**src/rtl/mem_arbiter.sv**
```systemverilog
// mem_arbiter: shares one pipelined memory port between the I-cache and D-cache fill FSMs.
// A granted fill keeps the port until its read request drops; D write-through stores are
// single-cycle and go out whenever no read is being granted. Every issued read is tagged
// with its owner so the returning valid reaches only the cache that asked for it.
// Build macro ARB_RR_EN: round-robin between contending read requests (default: D over I).
module mem_arbiter #(
   parameter int unsigned ADDR_W  = 16,
   parameter int unsigned DATA_W  = 16,
   parameter int unsigned LATENCY = 4
) (
   input  logic              clk,
   input  logic              rst,
   input  logic              i_read_req,
   input  logic [ADDR_W-1:0] i_addr,
   input  logic              d_read_req,
   input  logic [ADDR_W-1:0] d_addr,
   input  logic              d_wrt,
   input  logic [DATA_W-1:0] d_wdata,
   input  logic [DATA_W-1:0] mem_data_in,
   input  logic              mem_data_valid,
   output logic              mem_enable,
   output logic              mem_wr,
   output logic [ADDR_W-1:0] mem_addr,
   output logic [DATA_W-1:0] mem_wdata,
   output logic              i_wait,
   output logic              d_wait,
   output logic              i_data_valid,
   output logic              d_data_valid,
   output logic [DATA_W-1:0] mem_data_out,
   output logic              err
);

   typedef enum logic [1:0] {StIdle, StServeI, StServeD} state_e;

   state_e             state_q, state_d;
   logic [LATENCY-1:0] tag_vld_q;   // oldest entry at LATENCY-1
   logic [LATENCY-1:0] tag_own_q;   // 1 = D-cache owns the read
   logic               err_q, err_d;
   logic               arb_free;    // no fill holds the port this cycle
   logic               grant_i, grant_d, wr_go;
   logic               pick_d;      // winner when both read requests contend
   logic               head_vld, head_own_d;

`ifdef ARB_RR_EN
   logic last_d_q;                  // 1 = D won the most recent contest
   logic contest;
   assign pick_d  = ~last_d_q;
   assign contest = arb_free & i_read_req & d_read_req;
`else
   assign pick_d = 1'b1;
`endif

   // A serving state whose request just dropped arbitrates like IDLE in the same cycle.
   always_comb begin
      arb_free = (state_q == StIdle) ||
                 (state_q == StServeI && !i_read_req) ||
                 (state_q == StServeD && !d_read_req);
      grant_i  = 1'b0;
      grant_d  = 1'b0;
      wr_go    = 1'b0;
      state_d  = state_q;
      if (arb_free) begin
         state_d = StIdle;
         if (d_read_req && i_read_req) begin
            grant_d = pick_d;
            grant_i = ~pick_d;
         end else if (d_read_req) begin
            grant_d = 1'b1;
         end else if (d_wrt) begin
            wr_go = 1'b1;
         end else if (i_read_req) begin
            grant_i = 1'b1;
         end
         if (grant_d) state_d = StServeD;
         if (grant_i) state_d = StServeI;
      end else if (state_q == StServeI) begin
         grant_i = 1'b1;
      end else begin
         grant_d = 1'b1;
      end
   end

   assign head_vld   = tag_vld_q[LATENCY-1];
   assign head_own_d = tag_own_q[LATENCY-1];
   // A valid without a tag, or a tag without a valid, is a routing error.
   assign err_d      = err_q | (mem_data_valid ^ head_vld);

   // Drive the memory port and handshakes; everything but the data broadcast is 0 in reset.
   always_comb begin
      mem_enable   = 1'b0;
      mem_wr       = 1'b0;
      mem_addr     = '0;
      mem_wdata    = '0;
      i_wait       = 1'b0;
      d_wait       = 1'b0;
      i_data_valid = 1'b0;
      d_data_valid = 1'b0;
      if (!rst) begin
         mem_enable   = grant_i | grant_d | wr_go;
         mem_wr       = wr_go;
         if (grant_i) begin
            mem_addr = i_addr;
         end else if (grant_d || wr_go) begin
            mem_addr = d_addr;
         end
         if (wr_go) mem_wdata = d_wdata;
         i_wait       = i_read_req & ~grant_i;
         d_wait       = (d_read_req | d_wrt) & ~grant_d & ~wr_go;
         i_data_valid = mem_data_valid & head_vld & ~head_own_d;
         d_data_valid = mem_data_valid & head_vld & head_own_d;
      end
   end

   assign mem_data_out = mem_data_in;
   assign err          = err_q;

   // State, owner-tag shift register and sticky error.
   always_ff @(posedge clk or posedge rst) begin
      if (rst) begin
         state_q   <= StIdle;
         tag_vld_q <= '0;
         tag_own_q <= '0;
         err_q     <= 1'b0;
`ifdef ARB_RR_EN
         last_d_q  <= 1'b0;
`endif
      end else begin
         state_q      <= state_d;
         err_q        <= err_d;
         tag_vld_q[0] <= grant_i | grant_d;
         tag_own_q[0] <= grant_d;
         for (int k = 1; k < int'(LATENCY); k++) begin
            tag_vld_q[k] <= tag_vld_q[k-1];
            tag_own_q[k] <= tag_own_q[k-1];
         end
`ifdef ARB_RR_EN
         if (contest) last_d_q <= grant_d;
`endif
      end
   end

endmodule

```
**config.mk**
```make
export PLATFORM = sky130hd
export DESIGN_NAME = mem_arbiter
export DESIGN_NICKNAME = d
export VERILOG_FILES = /design/src/rtl/mem_arbiter.sv
export SDC_FILE = /design/constraint.sdc
export NUM_CORES = 1
export LEC_CHECK = 0
export ABC_AREA = 1
export CORE_MARGIN = 1.5
export CORE_UTILIZATION = 29
export DETAILED_ROUTE_END_ITERATION = 10
export PLACE_DENSITY_LB_ADDON = 0.15
export SYNTH_ARGS = -nofsm -noshare
export SYNTH_HDL_FRONTEND = slang
export SYNTH_SLANG_ARGS = --single-unit
```
**constraint.sdc**
```tcl
create_clock -name clk -period 3.74 [get_ports clk]
set_input_delay 0.748 -clock clk [delete_from_list [all_inputs] [get_ports clk]]
set_output_delay 0.748 -clock clk [all_outputs]
set_load 0.005 [all_outputs]
```
Word level (Yosys, flattened, before mapping)
Cells that the tools add are included.

Register bits: 11. Bits in latches: 0. RAM bits: 0. Memory bits (read-only): 0. Input bits: 70. Output and inout bits: 55. Logic and storage cells: 59. Memories kept: 0.

Add/sub/neg operators: 0. Multiply operators: 0. Div/mod/pow operators: 0. Magnitude comparators: 0. Eq/ne operators: 2. Shift-type cells: 0. Mux-type cells: 29. Bitwise operators: 15. Reductions and logical operators: 9.

Operators by type and width (number): 2-to-1 mux 16 bit (5); 2-to-1 mux 1 bit (22); bitwise AND 1 bit (6); 2-to-1 mux 2 bit (2); inverter 1 bit (4); OR 1 bit (4); logical AND 1 bit (3); logical OR 1 bit (3); equality test 2 x 1 -> 1 bit, second input constant (1); equality test 2 bit, second input constant (1); logical NOT 1 bit (2); logical NOT 2 bit (1); XOR 1 bit (1).

Logic depth before layout (Yosys ltp)
Gate-level depths: netlist of run 1.

Word-level depth: 10. Mapped depth: 8. Gate-level depth less buffers: 7.

Worst setup path before layout of run 1
Ideal clock, no wire load.

Path kind: input -> output. From: input port rst. To: output port mem_wdata[10]. Arrival: 1.707 ns. Data required time: 2.992 ns. Path slack: 1.285 ns. Stages on the path: 5. Path buffers: 2. Path through: buf_2 inv_1 nand3_2 buf_6 nor2_1.

Cells in the longest elaborated chain, start to end: 1.

Ends and longest elaborated chain: from (decl) (RTL line 12) `input logic rst,`; 2-to-1 mux 16 bit (RTL line 98) `if (!rst) begin`; to (decl) (RTL line 24) `output logic [DATA_W-1:0] mem_wdata,`.

No other way between the ends.

Final worst setup path of run 1
From: input port i_read_req. To: output port mem_addr[10].

Cells in the longest elaborated chain, start to end: 9. Elaborated cells between the ends (all ways): 20. Those cells by class: mux: 14; reduce/logical: 6.

Ends and longest elaborated chain: from (decl) (RTL line 13) `input logic i_read_req,`; branches (longest 7 deep; another with 2-to-1 mux 1 bit); 2-to-1 mux 16 bit (*) (RTL line 101) `if (grant_i) begin`; 2-to-1 mux 16 bit (*) (RTL line 98); to (decl) (RTL line 23) `output logic [ADDR_W-1:0] mem_addr,`.

Every way passes the cells marked *. The select of a mux whose other input is x is not followed.

==> results of run 1 <==
==> cells in the final DEF, fill, tap and decap left out <==
| cell | instances |
|---|---|
| a21oi_1 | 8 |
| a21oi_2 | 9 |
| buf_4 | 2 |
| clkbuf_1 | 1 |
| clkbuf_4 | 3 |
| clkdlybuf4s50_1 | 92 |
| dfrtp_1 | 11 |
| ha_1 | 1 |
| inv_1 | 23 |
| inv_2 | 2 |
| inv_8 | 1 |
| nand2_1 | 12 |
| nand2_2 | 11 |
| nand3_1 | 18 |
| nand3_2 | 1 |
| nor2_1 | 23 |
| nor2_4 | 1 |
| nor2_8 | 1 |
| o21ai_0 | 1 |
| o21ai_2 | 1 |
| or2_2 | 1 |
==> logic make-up after synthesis <==
kind of cell	after synthesis	synth area share [%]
compound gates	19	12.7
fa+ha+maj	1	1.20
buf+inv	48	27.3
flops	11	26.4
simple gates	68	32.4
==> cell type report <==
type | instances | area (µm²)
repair buffers | 94 | 936
multi-input cells | 88 | 483
flip-flops and latches | 11 | 275
well taps | 46 | 57.6
inverters | 26 | 105
clock buffers | 4 | 26.3
fillers | 322 | 1510
==> worst max-delay path by stage <==
stage               startpoint            end  cells past startpoint
floorplan                  rst  mem_wdata[10]                      5
global placement    i_read_req    mem_addr[7]                      6
detailed placement  i_read_req   mem_addr[14]                      6
CTS                 i_read_req   mem_addr[14]                      6
global route        i_read_req   mem_addr[14]                      6
finish              i_read_req   mem_addr[10]                      6
==> report_power, final <==
part	switching [µW]	internal, µW	leakage, µW
Sequential	9.34	143	0.000120
Clock	36.6	41.2	0.0000150
Combinational	105	137	0.000679
==> per-layer routing <==
| metal | up-vias | GRT usage, % | routed length (µm) | part of all wire, % |
|---|---|---|---|---|
| met5 | - | 0 | 0 | 0 |
| met4 | 0 | 3.33 | 41 | 1.3 |
| met3 | 4 | 7.57 | 298 | 9.6 |
| met2 | 50 | 26.9 | 1610 | 52 |
| met1 | 503 | 17.6 | 1160 | 37 |
| li1 | 587 | - | - | - |
==> stage by stage <==
| stage | util [%] | setup WS, ps |
|---|---|---|
| 6_report | 55.6 | 274 |
| 5_1_grt | 55.6 | 163 |
| 4_1_cts | 55.6 | 259 |
| 3_5_place_dp | 54.8 | 265 |
| 3_3_place_gp | 54.8 | 354 |
| 2_1_floorplan | - | 1290 |
==> state kept, by name, summed over array words and instances (netlist names) <==
name,cells
tag_vld_q,4
state_q,2
tag_own_q,4
err,1
==> worst max-delay path, cell delays in order <==
cell and delay (ps):
clkdlybuf4s50_1 480, o21ai_2 200, nand3_1 460, nand3_1 300, a21oi_2 80, clkdlybuf4s50_1 450
==> impl_metrics.csv, run 1 <==
group,metric,value,unit
status,outcome,"finished, final reports clean",
synth,synth_top_area_share,26.4,%
power,power_leakage,0.000814,µW
critical_path,reg2reg_setup_slack,2440,ps
critical_path,crit_fanout,16,
timing,setup_tns,0,ps
grt,antenna_found_initial,0,
power,totalPowerFinal,473,µW
timing,fin_crit_sh,92.7,%
clocking,htree_levels,1,
critical_path,start_kind,"input port",
synth,ys_ff_latch,11,
timing,slew_violations,0,
final_layout,drive_gt1_share,14.8,%
final_layout,layout.cells.non_filler,269,
timing,timing.fmax,289,MHz
final_layout,final_area,1880,µm²
critical_path,path_class,"input port to output port",
clocking,clk_pin_slew,60,ps
floorplan,num_rows,21,
critical_path,required,2990,ps
detailed_routing,via_per_inst,4.25,
detailed_routing,ant_nets,0,
final_layout,syn_to_final_growth,80.5,%
detailed_routing,drt_iter0_drc,33,
grt,grt_max_degree,19,
synth,synthArstFlopShare,100,%
clocking,clk_latency,260,ps
min_path,hold_path_end,"tag_own_q[3]$_DFF_PP0_",
clocking,ctsHoldBuffers,0,
timing,final.min_clock_period,3470,ps
placed_design,place_congestion,0.708,
floorplan,die_y,63.0,µm
floorplan,die_area,3970,µm²
power,ir_drop,0.000117,V
grt,grt_pass1_vias,1113,
synth,syn_area,1040,µm²
timing,setup_viol_count_final,0,
detailed_routing,vias,1144,
synth,yosysWarningCount,0,
detailed_routing,wl_per_cell,11.6,µm
synth,syn_avg_cell_area,7.10,µm²
final_layout,nets,295,
timing,slew_headroom,59.8,%
synth,yosysSeqAreaShare,26.4,%
power,powerDensity,251,nW/µm²
grt,grt_overflow,0,
placed_design,dp.cells,265,
final_layout,diodes,0,
clocking,cts_resized,0,
clocking,clockBufferDepth,2,
critical_path,cp-end-kind,"output port",
synth,synthTopCellsByCount,"23 x inv_1, 23 x nor2_1, 18 x nand3_1",
floorplan,io_pins,125,
synth,synth_ff_type,"dfrtp_1",
timing,max_slew.worst_pin.slew,601,ps
floorplan,die_w,63.0,µm
clocking,cts_sinks,11,
synth,synth_nets,218,
synth,yosys-top-cells-area,"dfrtp_1 26%, buf_4 12%, nand3_1 8.6%",
run,drv_cap,0,
min_path,hold_depth,0,
detailed_routing,wirelength,3.11,mm
detailed_routing,drcViolationCount,0,
synth,netlist_instances,147,
synth,yosysTopAreaCell,"dfrtp_1",
critical_path,critical_path_arrival,2720,ps
timing,hold_violations,0,
grt,grt_first_pass_wirelength,5.12,mm
clocking,cts-buffers-inserted,3,
placed_design,io_buffer_count,92,
placed_design,placed_cell_area,1860,µm²
clocking,cts_setup_buffers,0,
critical_path,reg2reg_depth,6,
floorplan,core,3390,µm²
grt,track_usage,15.7,%
min_path,hold_path_class,"register to register",
timing,rsz0062_at_grt,"false",
synth,synth_edf_count,0,
placed_design,post-dp-hpwl,2.57,mm
clocking,cts_tree,"yes",
timing,fin_hold_ws,348,ps
floorplan,start_util,30.8,%
timing,finClkSkew,2.26,ps
critical_path,rr_endpoint,"tag_vld_q[0]$_DFF_PP0_",
critical_path,r2r_start,"state_q[0]$_DFFE_PP0N_",
min_path,min-delay-start,"tag_own_q[2]$_DFF_PP0_",
synth,ys_types,21,
detailed_routing,firstDrtPassIters,4,
clocking,cts_root_buf,"clkbuf_4",
No activity file was read; power rests on OpenSTA's default activity.
==> inputs of run 2 (changes only) <==
--- a/config.mk
+++ b/config.mk
@@ -8,7 +8,9 @@
 export ABC_AREA = 1
 export CORE_MARGIN = 1.5
 export CORE_UTILIZATION = 29
+export CTS_BUF_LIST = sky130_fd_sc_hd__clkbuf_4 sky130_fd_sc_hd__clkbuf_8 sky130_fd_sc_hd__clkbuf_16
 export DETAILED_ROUTE_END_ITERATION = 10
+export GPL_ROUTABILITY_DRIVEN = 0
 export PLACE_DENSITY_LB_ADDON = 0.15
 export SYNTH_ARGS = -nofsm -noshare
 export SYNTH_HDL_FRONTEND = slang
==> run 2 against run 1 <==
  * Clock power increased by 8.3%
  * Sequential power is essentially flat
  * Non-clock buffer count unchanged
  * Design area increased by 0.20%
  * Wire length rose by 0.84%
  * Clock skew is 1.6 ps higher
  * Combinational power about the same
  * Highest routed layer unchanged
  * Worst setup slack improved by 19 ps
  * Critical endpoint unchanged
  * Hold slack about the same
  * Largest cell class unchanged
==> impl_metrics.csv, run 2 (synthesized netlist as in run 1, its figures left out) <==
group,metric,value,unit
timing,final.min_clock_period,3450,ps
detailed_routing,firstDrtPassIters,4,
final_layout,final_cell_mix,"92 x clkdlybuf4s50_1, 23 x inv_1, 23 x nor2_1",
timing,rsz0062_at_grt,"false",
clocking,clockBufferDepth,2,
detailed_routing,drt_iter0_drc,29,
placed_design,post-dp-hpwl,2.57,mm
detailed_routing,vias,1153,
power,p_clk_share,17.6,%
critical_path,required,2990,ps
placed_design,dp.cells,265,
clocking,cts_resized,0,
placed_design,io_buffer_count,92,
timing,setup_tns,0,ps
clocking,cts_setup_buffers,0,
timing,fin_crit_sh,92.2,%
timing,fin_hold_ws,348,ps
clocking,ctsHoldBuffers,0,
final_layout,multi_input_area,483,µm²
grt,track_usage,15.7,%
detailed_routing,wl_per_cell,11.7,µm
floorplan,die_y,63.0,µm
clocking,clk_latency,260,ps
floorplan,start_util,30.8,%
critical_path,path_class,"input port to output port",
status,outcome,"finished, final reports clean",
timing,finClkSkew,3.85,ps
clocking,clk_pin_slew,60,ps
power,seqPwrFrac,31.8,%
grt,grt_overflow,0,
clocking,cts-buffers-inserted,3,
floorplan,num_rows,21,
timing,setup_viol_count_final,0,
final_layout,nets,295,
detailed_routing,wirelength,3.14,mm
power,powerDensity,254,nW/µm²
detailed_routing,drcViolationCount,0,
floorplan,core,3390,µm²
critical_path,critical_path_arrival,2700,ps
clocking,cts_sinks,11,
min_path,hold_path_class,"register to register",
grt,grt_first_pass_wirelength,5.12,mm
timing,slew_violations,0,
final_layout,reg_top3,"tag_own_q: 4 flops, tag_vld_q: 4 flops, state_q: 2 flops",
clocking,cts_root_buf,"clkbuf_4",
power,power_leakage,0.000817,µW
grt,grt_max_degree,19,
clocking,htree_levels,1,
critical_path,cp-end-kind,"output port",
final_layout,syn_to_final_growth,80.8,%
clocking,cts_tree,"yes",
power,p_sw_share,31.4,%
final_layout,ff_latch_area,275,µm²
floorplan,io_pins,125,
grt,grt_pass1_vias,1113,
grt,antenna_found_initial,0,
timing,max_slew.worst_pin.slew,581,ps
critical_path,crit_fanout,16,
timing,hold_violations,0,
run,drv_cap,0,
timing,slew_headroom,61.1,%
power,ir_drop,0.0000917,V
final_layout,layout_commonest_cell,"clkdlybuf4s50_1",
power,internal-power,329,µW
final_layout,layout.cells.non_filler,269,
final_layout,drive_gt1_share,15.2,%
final_layout,num-fill-cells,322,
timing,timing.fmax,290,MHz
detailed_routing,ant_nets,0,
final_layout,diodes,0,
critical_path,start_kind,"input port",
detailed_routing,via_per_inst,4.29,
power,p_comb_share,50.6,%
floorplan,die_area,3970,µm²
floorplan,die_w,63.0,µm
power,switchingPower,151,µW
==> run 2: cell counts in the layout (fill, tap and decap cells not counted) <==
Identical to the previous run, type by type.
==> run 2: stage by stage <==
stage / power [µW] / utilization [%] / cell area, µm² / setup WS (ps)
6_report: 480 / 55.7 / 1890 / 293
4_1_cts: 487 / 55.7 / 1890 / 259
3_3_place_gp: 393 / 54.8 / 1860 / 354
2_1_floorplan: 289 / - / 1040 / 1290
5_1_grt: 517 / 55.7 / 1890 / 163
3_5_place_dp: 400 / 54.8 / 1860 / 265
==> run 2: metal layers <==
layer	global-route usage (%)	wire, µm
met2	26.9	1620
met3	7.57	284
met5	0	0
met1	17.6	1190
met4	3.33	41
==> run 2: path summary, 6_finish.rpt <==
kind / startpoint / to / slack (ps) / cells past startpoint
worst max-delay path: i_read_req / mem_addr[10] / 290 / 6
worst min-delay path: tag_own_q[2]$_DFF_PP0_ / tag_own_q[3]$_DFF_PP0_ / 350 / 0
worst max register to register: state_q[0]$_DFFE_PP0N_ / tag_vld_q[0]$_DFF_PP0_ / 2440 / 6
worst min register to register: tag_own_q[2]$_DFF_PP0_ / tag_own_q[3]$_DFF_PP0_ / 350 / 0
max in group asynchronous: rst / tag_vld_q[3]$_DFF_PP0_ / 2680 / 3
min in group asynchronous: rst / tag_vld_q[0]$_DFF_PP0_ / 690 / 2
==> run 2: area by class of cell <==
cell class | instances | area share [%]
timing repair buffer | 94 | 49.6
tap | 46 | 3.05
multi-input combinational | 88 | 25.6
clock buffer | 4 | 1.59
sequential | 11 | 14.6
inverter | 26 | 5.57
==> run 2: power by group through the flow <==
stage / combinational (µW) / clock [µW] / sequential [µW]
after detailed placement: 245 / 0 / 155
after CTS: 246 / 88.0 / 153
after floorplan: 136 / 0 / 153
after global placement: 239 / 0 / 155
after global routing: 266 / 94.6 / 156
final: 243 / 84.4 / 153
==> run 2: worst max-delay path: stages <==
cell and delay [ps]:
clkdlybuf4s50_1 480, o21ai_2 200, nand3_1 450, nand3_1 290, a21oi_2 80, clkdlybuf4s50_1 450
